$ cat config.mk
export PLATFORM = sky130hd
export DESIGN_NAME = box_tracker
export DESIGN_NICKNAME = d
export VERILOG_FILES = /design/src/rtl/box_tracker.sv
export SDC_FILE = /design/constraint.sdc
export NUM_CORES = 1
export LEC_CHECK = 0
export ABC_CLOCK_PERIOD_IN_PS = 5000
export CAP_MARGIN = 5
export CORE_MARGIN = 3
export CORE_UTILIZATION = 56
export CTS_BUF_LIST = sky130_fd_sc_hd__clkbuf_8
export CTS_CLUSTER_SIZE = 28
export DETAILED_ROUTE_END_ITERATION = 12
export PLACE_DENSITY_LB_ADDON = 0.2
export SETUP_SLACK_MARGIN = 0.02
export SYNTH_ARGS = -nofsm -noshare
export SYNTH_HDL_FRONTEND = slang
export SYNTH_SLANG_ARGS = --single-unit
$ cat constraint.sdc
create_clock -name CLK -period 5 [get_ports CLK]
set_input_delay 1 -clock CLK [delete_from_list [all_inputs] [get_ports CLK]]
set_output_delay 1 -clock CLK [all_outputs]
set_load 0.1 [all_outputs]
$ cat src/rtl/box_tracker.sv
// Box tracker: accumulates in-window colour hits per frame, divides the
// coordinate sums by the hit count to find the centroid, and re-centres the
// tracked box on it. Repeated weak frames declare the target lost.
module box_tracker #(
    parameter int X_MAX      = 639,
    parameter int Y_MAX      = 479,
    parameter int MARGIN     = 16,
    parameter int MIN_COUNT  = 32,
    parameter int MISS_LIMIT = 4
) (
    input  logic        CLK,
    input  logic        RESET,
    input  logic        ENABLE,
    input  logic        CLEAR,
    input  logic        SEED_LOAD,
    input  logic [11:0] SEED_TLX,
    input  logic [11:0] SEED_TLY,
    input  logic [11:0] SEED_BRX,
    input  logic [11:0] SEED_BRY,
    input  logic        FRAME_START,
    input  logic        FRAME_END,
    input  logic        PIX_VALID,
    input  logic [11:0] PIX_X,
    input  logic [11:0] PIX_Y,
    input  logic        PIX_HIT,
    output logic [11:0] TLX,
    output logic [11:0] TLY,
    output logic [11:0] BRX,
    output logic [11:0] BRY,
    output logic        BOX_VALID,
    output logic        UPDATE,
    output logic        LOST
);

    typedef enum logic [2:0] {IDLE, ACCUM, DIV_X, DIV_Y, UPDT} stateType;

    localparam logic [12:0] XMAX13    = 13'(X_MAX);
    localparam logic [12:0] YMAX13    = 13'(Y_MAX);
    localparam logic [11:0] XMAX12    = 12'(X_MAX);
    localparam logic [11:0] YMAX12    = 12'(Y_MAX);
    localparam logic [12:0] MARGIN13  = 13'(MARGIN);
    localparam logic [23:0] MIN_CNT   = 24'(MIN_COUNT);
    localparam logic [7:0]  MISS_LAST = 8'(MISS_LIMIT - 1);

    stateType    r_state;
    stateType    w_nextState;
    logic [11:0] r_tlx, r_tly, r_brx, r_bry;
    logic        r_boxValid, r_update, r_lost;
    logic [7:0]  r_miss;
    logic [23:0] r_count;
    logic [35:0] r_sumX, r_sumY;
    logic [35:0] r_quo;
    logic [23:0] r_rem;
    logic [5:0]  r_bitCnt;
    logic [11:0] r_cx, r_cy;

    // Search window: current box grown by MARGIN, clamped to the frame
    logic [12:0] w_wxl, w_wxh, w_wyl, w_wyh, w_wxhRaw, w_wyhRaw;
    logic        w_pixCounted;
    assign w_wxl    = ({1'b0, r_tlx} >= MARGIN13) ? ({1'b0, r_tlx} - MARGIN13) : 13'd0;
    assign w_wyl    = ({1'b0, r_tly} >= MARGIN13) ? ({1'b0, r_tly} - MARGIN13) : 13'd0;
    assign w_wxhRaw = {1'b0, r_brx} + MARGIN13;
    assign w_wyhRaw = {1'b0, r_bry} + MARGIN13;
    assign w_wxh    = (w_wxhRaw > XMAX13) ? XMAX13 : w_wxhRaw;
    assign w_wyh    = (w_wyhRaw > YMAX13) ? YMAX13 : w_wyhRaw;
    assign w_pixCounted = PIX_VALID && PIX_HIT
                       && ({1'b0, PIX_X} >= w_wxl) && ({1'b0, PIX_X} <= w_wxh)
                       && ({1'b0, PIX_Y} >= w_wyl) && ({1'b0, PIX_Y} <= w_wyh);

    // Frame outcome decisions, taken on the registered count
    logic w_enough, w_missOut, w_seedNonZero;
    assign w_enough      = (r_count >= MIN_CNT);
    assign w_missOut     = (r_miss == MISS_LAST);
    assign w_seedNonZero = |{SEED_TLX, SEED_TLY, SEED_BRX, SEED_BRY};

    // Restoring divider step: shift in the next dividend bit, subtract if it fits
    logic [24:0] w_trial, w_remNext;
    logic        w_ge, w_divLast;
    logic [35:0] w_quoNext;
    assign w_trial   = {r_rem, r_quo[35]};
    assign w_ge      = (w_trial >= {1'b0, r_count});
    assign w_remNext = w_ge ? (w_trial - {1'b0, r_count}) : w_trial;
    assign w_quoNext = {r_quo[34:0], w_ge};
    assign w_divLast = (r_bitCnt == 6'd35);

    // New box: keep the current half-size around the centroid, clamp to the frame
    logic [11:0] w_boxW, w_boxH, w_newTlx, w_newTly, w_newBrx, w_newBry;
    logic [12:0] w_halfW, w_halfH, w_cx13, w_cy13, w_brxSum, w_brySum;
    logic        w_newAllZero;
    assign w_boxW   = r_brx - r_tlx;
    assign w_boxH   = r_bry - r_tly;
    assign w_halfW  = {1'b0, w_boxW >> 1};
    assign w_halfH  = {1'b0, w_boxH >> 1};
    assign w_cx13   = {1'b0, r_cx};
    assign w_cy13   = {1'b0, r_cy};
    assign w_brxSum = w_cx13 + w_halfW;
    assign w_brySum = w_cy13 + w_halfH;
    assign w_newTlx = (w_cx13 >= w_halfW) ? 12'(w_cx13 - w_halfW) : 12'd0;
    assign w_newTly = (w_cy13 >= w_halfH) ? 12'(w_cy13 - w_halfH) : 12'd0;
    assign w_newBrx = (w_brxSum > XMAX13) ? XMAX12 : 12'(w_brxSum);
    assign w_newBry = (w_brySum > YMAX13) ? YMAX12 : 12'(w_brySum);
    assign w_newAllZero = ~|{w_newTlx, w_newTly, w_newBrx, w_newBry};

    // State register
    always_ff @(posedge CLK) begin
        if (RESET) r_state <= IDLE;
        else       r_state <= w_nextState;
    end

    // Next-state logic with SEED_LOAD > CLEAR > ENABLE low > normal flow
    always_comb begin
        w_nextState = r_state;
        if (SEED_LOAD) begin
            w_nextState = (ENABLE && w_seedNonZero) ? ACCUM : IDLE;
        end else if (CLEAR || !ENABLE) begin
            w_nextState = IDLE;
        end else begin
            case (r_state)
                IDLE:    if (r_boxValid) w_nextState = ACCUM;
                ACCUM:   if (FRAME_END) begin
                             if (w_enough)       w_nextState = DIV_X;
                             else if (w_missOut) w_nextState = IDLE;
                         end
                DIV_X:   if (w_divLast) w_nextState = DIV_Y;
                DIV_Y:   if (w_divLast) w_nextState = UPDT;
                UPDT:    w_nextState = ACCUM;
                default: w_nextState = IDLE;
            endcase
        end
    end

    // Box, accumulator, miss counter and divider datapath. A pixel arriving in
    // the FRAME_END cycle is not counted: the frame decision uses the
    // registered count and the divider must see a stable count.
    // An all-zero seed or an all-zero result is never presented as valid so
    // that the all-zero box stays an unambiguous loss indication.
    always_ff @(posedge CLK) begin
        if (RESET) begin
            r_tlx <= '0; r_tly <= '0; r_brx <= '0; r_bry <= '0;
            r_boxValid <= 1'b0; r_update <= 1'b0; r_lost <= 1'b0;
            r_miss <= '0; r_count <= '0; r_sumX <= '0; r_sumY <= '0;
            r_quo <= '0; r_rem <= '0; r_bitCnt <= '0; r_cx <= '0; r_cy <= '0;
        end else begin
            r_update <= 1'b0;
            r_lost   <= 1'b0;
            if (SEED_LOAD) begin
                r_tlx <= SEED_TLX; r_tly <= SEED_TLY; r_brx <= SEED_BRX; r_bry <= SEED_BRY;
                r_boxValid <= w_seedNonZero;
                r_miss <= '0; r_count <= '0; r_sumX <= '0; r_sumY <= '0;
                r_quo <= '0; r_rem <= '0; r_bitCnt <= '0;
            end else if (CLEAR) begin
                r_tlx <= '0; r_tly <= '0; r_brx <= '0; r_bry <= '0;
                r_boxValid <= 1'b0;
                r_miss <= '0; r_count <= '0; r_sumX <= '0; r_sumY <= '0;
                r_quo <= '0; r_rem <= '0; r_bitCnt <= '0;
            end else if (ENABLE) begin
                case (r_state)
                    IDLE: if (r_boxValid) begin
                        r_count <= '0; r_sumX <= '0; r_sumY <= '0;
                    end
                    ACCUM: if (FRAME_END) begin
                        if (w_enough) begin
                            r_miss <= '0;
                            r_quo <= r_sumX; r_rem <= '0; r_bitCnt <= '0;
                        end else if (w_missOut) begin
                            r_tlx <= '0; r_tly <= '0; r_brx <= '0; r_bry <= '0;
                            r_boxValid <= 1'b0;
                            r_lost <= 1'b1;
                            r_miss <= '0;
                        end else begin
                            r_miss <= r_miss + 8'd1;
                        end
                    end else if (FRAME_START) begin
                        r_count <= w_pixCounted ? 24'd1 : 24'd0;
                        r_sumX  <= w_pixCounted ? {24'd0, PIX_X} : 36'd0;
                        r_sumY  <= w_pixCounted ? {24'd0, PIX_Y} : 36'd0;
                    end else if (w_pixCounted) begin
                        r_count <= r_count + 24'd1;
                        r_sumX  <= r_sumX + {24'd0, PIX_X};
                        r_sumY  <= r_sumY + {24'd0, PIX_Y};
                    end
                    DIV_X: begin
                        r_quo <= w_quoNext; r_rem <= 24'(w_remNext); r_bitCnt <= r_bitCnt + 6'd1;
                        if (w_divLast) begin
                            r_cx <= w_quoNext[11:0];
                            r_quo <= r_sumY; r_rem <= '0; r_bitCnt <= '0;
                        end
                    end
                    DIV_Y: begin
                        r_quo <= w_quoNext; r_rem <= 24'(w_remNext); r_bitCnt <= r_bitCnt + 6'd1;
                        if (w_divLast) begin
                            r_cy <= w_quoNext[11:0];
                            r_bitCnt <= '0;
                        end
                    end
                    UPDT: begin
                        r_count <= '0; r_sumX <= '0; r_sumY <= '0;
                        if (!w_newAllZero) begin
                            r_tlx <= w_newTlx; r_tly <= w_newTly;
                            r_brx <= w_newBrx; r_bry <= w_newBry;
                            r_update <= 1'b1;
                        end
                    end
                    default: ;
                endcase
            end
        end
    end

    assign TLX       = r_tlx;
    assign TLY       = r_tly;
    assign BRX       = r_brx;
    assign BRY       = r_bry;
    assign BOX_VALID = r_boxValid;
    assign UPDATE    = r_update;
    assign LOST      = r_lost;

endmodule
==> metrics.txt <==
# TYPE chip_impl_metric gauge
chip_impl_metric{name="gp_congestion",unit=""} 0.9955
chip_impl_metric{name="layout.nets",unit=""} 2947
chip_impl_metric{name="async_flop_share",unit="%"} 0
chip_impl_metric{name="finalClockSkew",unit="ps"} 23.85
chip_impl_metric{name="count_of_nets_left_with_antenna_violations_after_detail_routing",unit=""} 0
chip_impl_metric{name="min_path_cells",unit=""} 2
chip_impl_metric{name="critPathArrivalTime",unit="ps"} 5400
chip_impl_info{name="rsz0062_at_grt",value="true"} 1
chip_impl_metric{name="dpl.cell_count",unit=""} 3070
chip_impl_info{name="start_kind",value="register"} 1
chip_impl_info{name="yosys_most_used_dff",value="sky130_fd_sc_hd__dfxtp_1"} 1
chip_impl_metric{name="max_clock_freq",unit="MHz"} 203.3
chip_impl_metric{name="synth.cell_area",unit="sq mm"} 0.01931
chip_impl_info{name="status",value="complete, no violations"} 1
chip_impl_metric{name="cts_inserted_buffers",unit=""} 43
chip_impl_metric{name="timing.critical_path.slowest_cell_delay",unit="ps"} 490
chip_impl_metric{name="routedLengthMet1",unit="mm"} 25.89
chip_impl_metric{name="wire_per_inst",unit="microns"} 19.73
chip_impl_metric{name="ff2ff_path_depth",unit=""} 19
chip_impl_info{name="netlist.top_cell.by_area",value="sky130_fd_sc_hd__dfxtp_1"} 1
chip_impl_metric{name="drive_above_1_share",unit="%"} 10.76
chip_impl_info{name="crit_family",value="compound AO/OA/AOI/OAI gates"} 1
chip_impl_metric{name="netlist_instances",unit=""} 2501
chip_impl_metric{name="timing.reg2reg.setup_slack",unit="ps"} 80
chip_impl_info{name="timing.hold.worst.class",value="reg -> reg"} 1
chip_impl_metric{name="route.detailed.vias_per_inst",unit=""} 6.287
chip_impl_metric{name="ys_seq_area_share",unit="%"} 25.71
chip_impl_metric{name="clock_tree.htree_level_count",unit=""} 2
chip_impl_metric{name="wire_length_of_the_first_global_routing_pass",unit="mm"} 97.21
chip_impl_metric{name="postRouteWirelength",unit="mm"} 62.22
chip_impl_metric{name="cp.buffers_inverters",unit=""} 2
chip_impl_metric{name="postSynthAreaPerCell",unit="sq um"} 7.722
chip_impl_metric{name="placedInstanceArea",unit="sq mm"} 0.02170
chip_impl_metric{name="design.core.area",unit="sq mm"} 0.03378
chip_impl_metric{name="yosys.area.top_type_share",unit="%"} 25.71
chip_impl_info{name="synthMostInstantiatedCell",value="sky130_fd_sc_hd__nand2_1"} 1
chip_impl_metric{name="clock_path_buffers",unit=""} 3
chip_impl_metric{name="fillCellCount",unit=""} 2850
chip_impl_info{name="worst-setup-path-type",value="reg -> reg"} 1
chip_impl_info{name="clk_root_buffer_cell",value="sky130_fd_sc_hd__clkbuf_8"} 1
chip_impl_metric{name="stdcell_count",unit=""} 3153
chip_impl_metric{name="tcrit_tclk_final",unit="%"} 98.36
chip_impl_metric{name="grt_pass1_vias",unit=""} 18650
chip_impl_metric{name="area_growth",unit="%"} 18.88
chip_impl_metric{name="finalMaxSlewViolations",unit=""} 0
chip_impl_metric{name="finalHoldWorstSlack",unit="ps"} 484.8
chip_impl_metric{name="worstPathRequired",unit="ps"} 5480
chip_impl_metric{name="place_hpwl",unit="mm"} 47.22
chip_impl_metric{name="vdd.ir_drop.worst",unit="mV"} 0.2436
chip_impl_metric{name="worstSkewPairLatency",unit="ps"} 610
chip_impl_info{name="synthTopCellsByArea",value="sky130_fd_sc_hd__dfxtp_1 26%, sky130_fd_sc_hd__ha_1 12%, sky130_fd_sc_hd__nand2_1 5.1%"} 1
chip_impl_metric{name="maxCapViolations",unit=""} 0
chip_impl_metric{name="io_pins",unit=""} 132
chip_impl_info{name="cp_cell_sequence",value="nand2b_4 -> fa_2 -> a21o_1 -> a21oi_2 -> o21bai_1 -> a21oi_2 -> buf_4 -> xnor2_1 -> ha_1 -> buf_4 -> o21a_1 -> o21ai_0 -> a31oi_2 -> or4_1 -> a32oi_2 -> nand4_1 -> a2111o_1 -> o21ai_4 -> mux2_4"} 1
chip_impl_metric{name="grt_start_max_net_pins",unit=""} 74
chip_impl_info{name="cts_tree",value="done"} 1
chip_impl_metric{name="std_cell_rows",unit=""} 67
chip_impl_metric{name="tightest_slew",unit="ps"} 1149
chip_impl_metric{name="cts.sink_count",unit=""} 248
chip_impl_metric{name="globalRouteTotalUtil",unit="%"} 32.55
chip_impl_metric{name="die_y",unit="microns"} 191.7
chip_impl_metric{name="finalCriticalPeriod",unit="ps"} 4918
chip_impl_info{name="route.top_layer_used",value="met4"} 1
chip_impl_metric{name="die-width",unit="microns"} 191.7
chip_impl_info{name="synth_commonest_cells",value="264 x sky130_fd_sc_hd__nand2_1, 254 x sky130_fd_sc_hd__nor2_1, 248 x sky130_fd_sc_hd__dfxtp_1, 197 x sky130_fd_sc_hd__a21oi_1, 183 x sky130_fd_sc_hd__ha_1"} 1
chip_impl_metric{name="synth_edf_count",unit=""} 0
chip_impl_metric{name="yosys_warnings",unit=""} 0
chip_impl_metric{name="fin_tns_setup",unit="ps"} 0
chip_impl_metric{name="route.met3.wl",unit="mm"} 4.095
chip_impl_metric{name="path_clk_slew",unit="ps"} 70
chip_impl_metric{name="maximum_fanout_along_the_worst_path",unit=""} 6
chip_impl_metric{name="stdcell_area",unit="sq mm"} 0.02296
chip_impl_metric{name="grt_antenna_before_repair",unit=""} 0
chip_impl_metric{name="vias",unit=""} 19820
chip_impl_metric{name="num_antenna_cells",unit=""} 0
chip_impl_metric{name="cellLeakagePower",unit="uW"} 0.008993
chip_impl_info{name="cpMaxStageDelayCell",value="sky130_fd_sc_hd__a2111o_1"} 1
chip_impl_metric{name="finalSetupViolCount",unit=""} 0
chip_impl_metric{name="grt_overflow_total",unit=""} 0
chip_impl_metric{name="first_iter_violations",unit=""} 1597
chip_impl_metric{name="detail_route.drc_violations",unit=""} 0
chip_impl_metric{name="pwr_density_cell",unit="mW/mm^2"} 261.4
chip_impl_metric{name="finalHoldViolations",unit=""} 0
chip_impl_metric{name="effective_utilization_at_floorplan",unit="%"} 57.17
chip_impl_info{name="crit_path_end_kind",value="register"} 1
chip_impl_metric{name="slew_headroom",unit="%"} 23.18
chip_impl_metric{name="detailed_route_wirelength_on_metal2",unit="mm"} 29.88
chip_impl_metric{name="port_buffers",unit=""} 131
chip_impl_metric{name="post_cts_hold_buffer_count",unit=""} 0
chip_impl_metric{name="synth.distinct_cells",unit=""} 89
chip_impl_metric{name="worst-path-stages",unit=""} 19
chip_impl_metric{name="yosys_register_bits",unit=""} 248
chip_impl_metric{name="drt-pass1-iter-count",unit=""} 7
chip_impl_metric{name="die-area",unit="sq mm"} 0.03675
[flip-flops by register name, summed over array words and instances, names as in the netlist, 6 cells and up]
name and count:
BRY 12, r_sumX 36, r_count 24, r_quo 36, TLX 12, BRX 12
r_rem 24, r_sumY 36, TLY 12, r_cx 12, r_miss 8, r_cy 12
r_bitCnt 6
[per-layer routing]
metal  track usage (%)  up-vias
met3             4.508      156
met4             13.12        0
met2             56.72      769
li1                  -     9450
met1             40.39     9447
met5                 0        -
[placed cells by master (no fill, tap or decap), types with 38 or more instances in the layout]
cell                                n
sky130_fd_sc_hd__a21oi_1          186
sky130_fd_sc_hd__buf_4            109
sky130_fd_sc_hd__inv_1            129
sky130_fd_sc_hd__mux2i_1           41
sky130_fd_sc_hd__or3_1             42
sky130_fd_sc_hd__nor3_1            49
sky130_fd_sc_hd__ha_1             183
sky130_fd_sc_hd__dfxtp_1          223
sky130_fd_sc_hd__a311oi_1          41
sky130_fd_sc_hd__nor2_1           252
sky130_fd_sc_hd__o21ai_0          114
sky130_fd_sc_hd__xnor2_1           82
sky130_fd_sc_hd__xor2_1            61
sky130_fd_sc_hd__nand3_1           38
sky130_fd_sc_hd__clkdlybuf4s50_1  129
sky130_fd_sc_hd__nand2_1          263
sky130_fd_sc_hd__o21a_1            40
sky130_fd_sc_hd__clkbuf_8          61
[kinds of logic (layout without fill, tap and decap cells)]
logic type | Yosys count | count (layout) | synth area share, %
compound gates | 743 | 743 | 25.93
xor+xnor | 143 | 143 | 6.485
fa+ha+maj | 192 | 192 | 12.79
buf+inv | 251 | 451 | 5.021
flops | 248 | 248 | 25.71
mux | 48 | 48 | 2.527
other cells | 1 | 5 | 0.01942
simple gates | 875 | 875 | 21.52
[worst paths after layout]
kind	from	endpoint
hold reg to reg	r_count[23]	r_count[23]
setup reg to reg	BRY[0]	BRY[1]
hold / removal	r_count[23]	r_count[23]
setup / recovery	BRY[0]	BRY[1]
[power breakdown]
part / internal [uW] / switching (uW) / total (uW)
clock: 1240 / 901 / 2140
sequential: 2000 / 37.5 / 2040
combinational: 695 / 1130 / 1830
[worst min-delay path, cell delays in order, from the launching register on]
cell                      delay, ps
sky130_fd_sc_hd__dfxtp_1        320
sky130_fd_sc_hd__nand2_1         60
sky130_fd_sc_hd__mux2i_1         50
[area by class of cell]
type | instances | area, sq um | area share, %
inverters | 127 | 476.7 | 2.076
flip-flops and latches | 248 | 5019 | 21.86
clock inverters | 15 | 148.9 | 0.6485
multi-input cells | 2006 | 13670 | 59.54
well taps | 448 | 560.5 | 2.441
clock buffers | 61 | 839.6 | 3.657
repair buffers | 248 | 2245 | 9.777
[per-stage QoR]
step / utilization (%) / total power, uW / worst slack (ps)
after floorplan: - / 3253 / 39.99
after CTS: 67.38 / 5951 / 28.03
after global routing: 67.96 / 6260 / -85.91
after global placement: 64.22 / 3773 / -4.185
final: 67.96 / 6002 / 82.05
after detailed placement: 64.22 / 3796 / -98.32
[repair_timing]
action / 4_1_cts / 5_1_grt
buffers inserted: 3 / 4
endpoints found under the setup margin: 21 / 103
cloned: 0 / 0
resized for setup: 9 / 34
pin swaps: 10 / 24
Power figures use the tool's default switching activity.
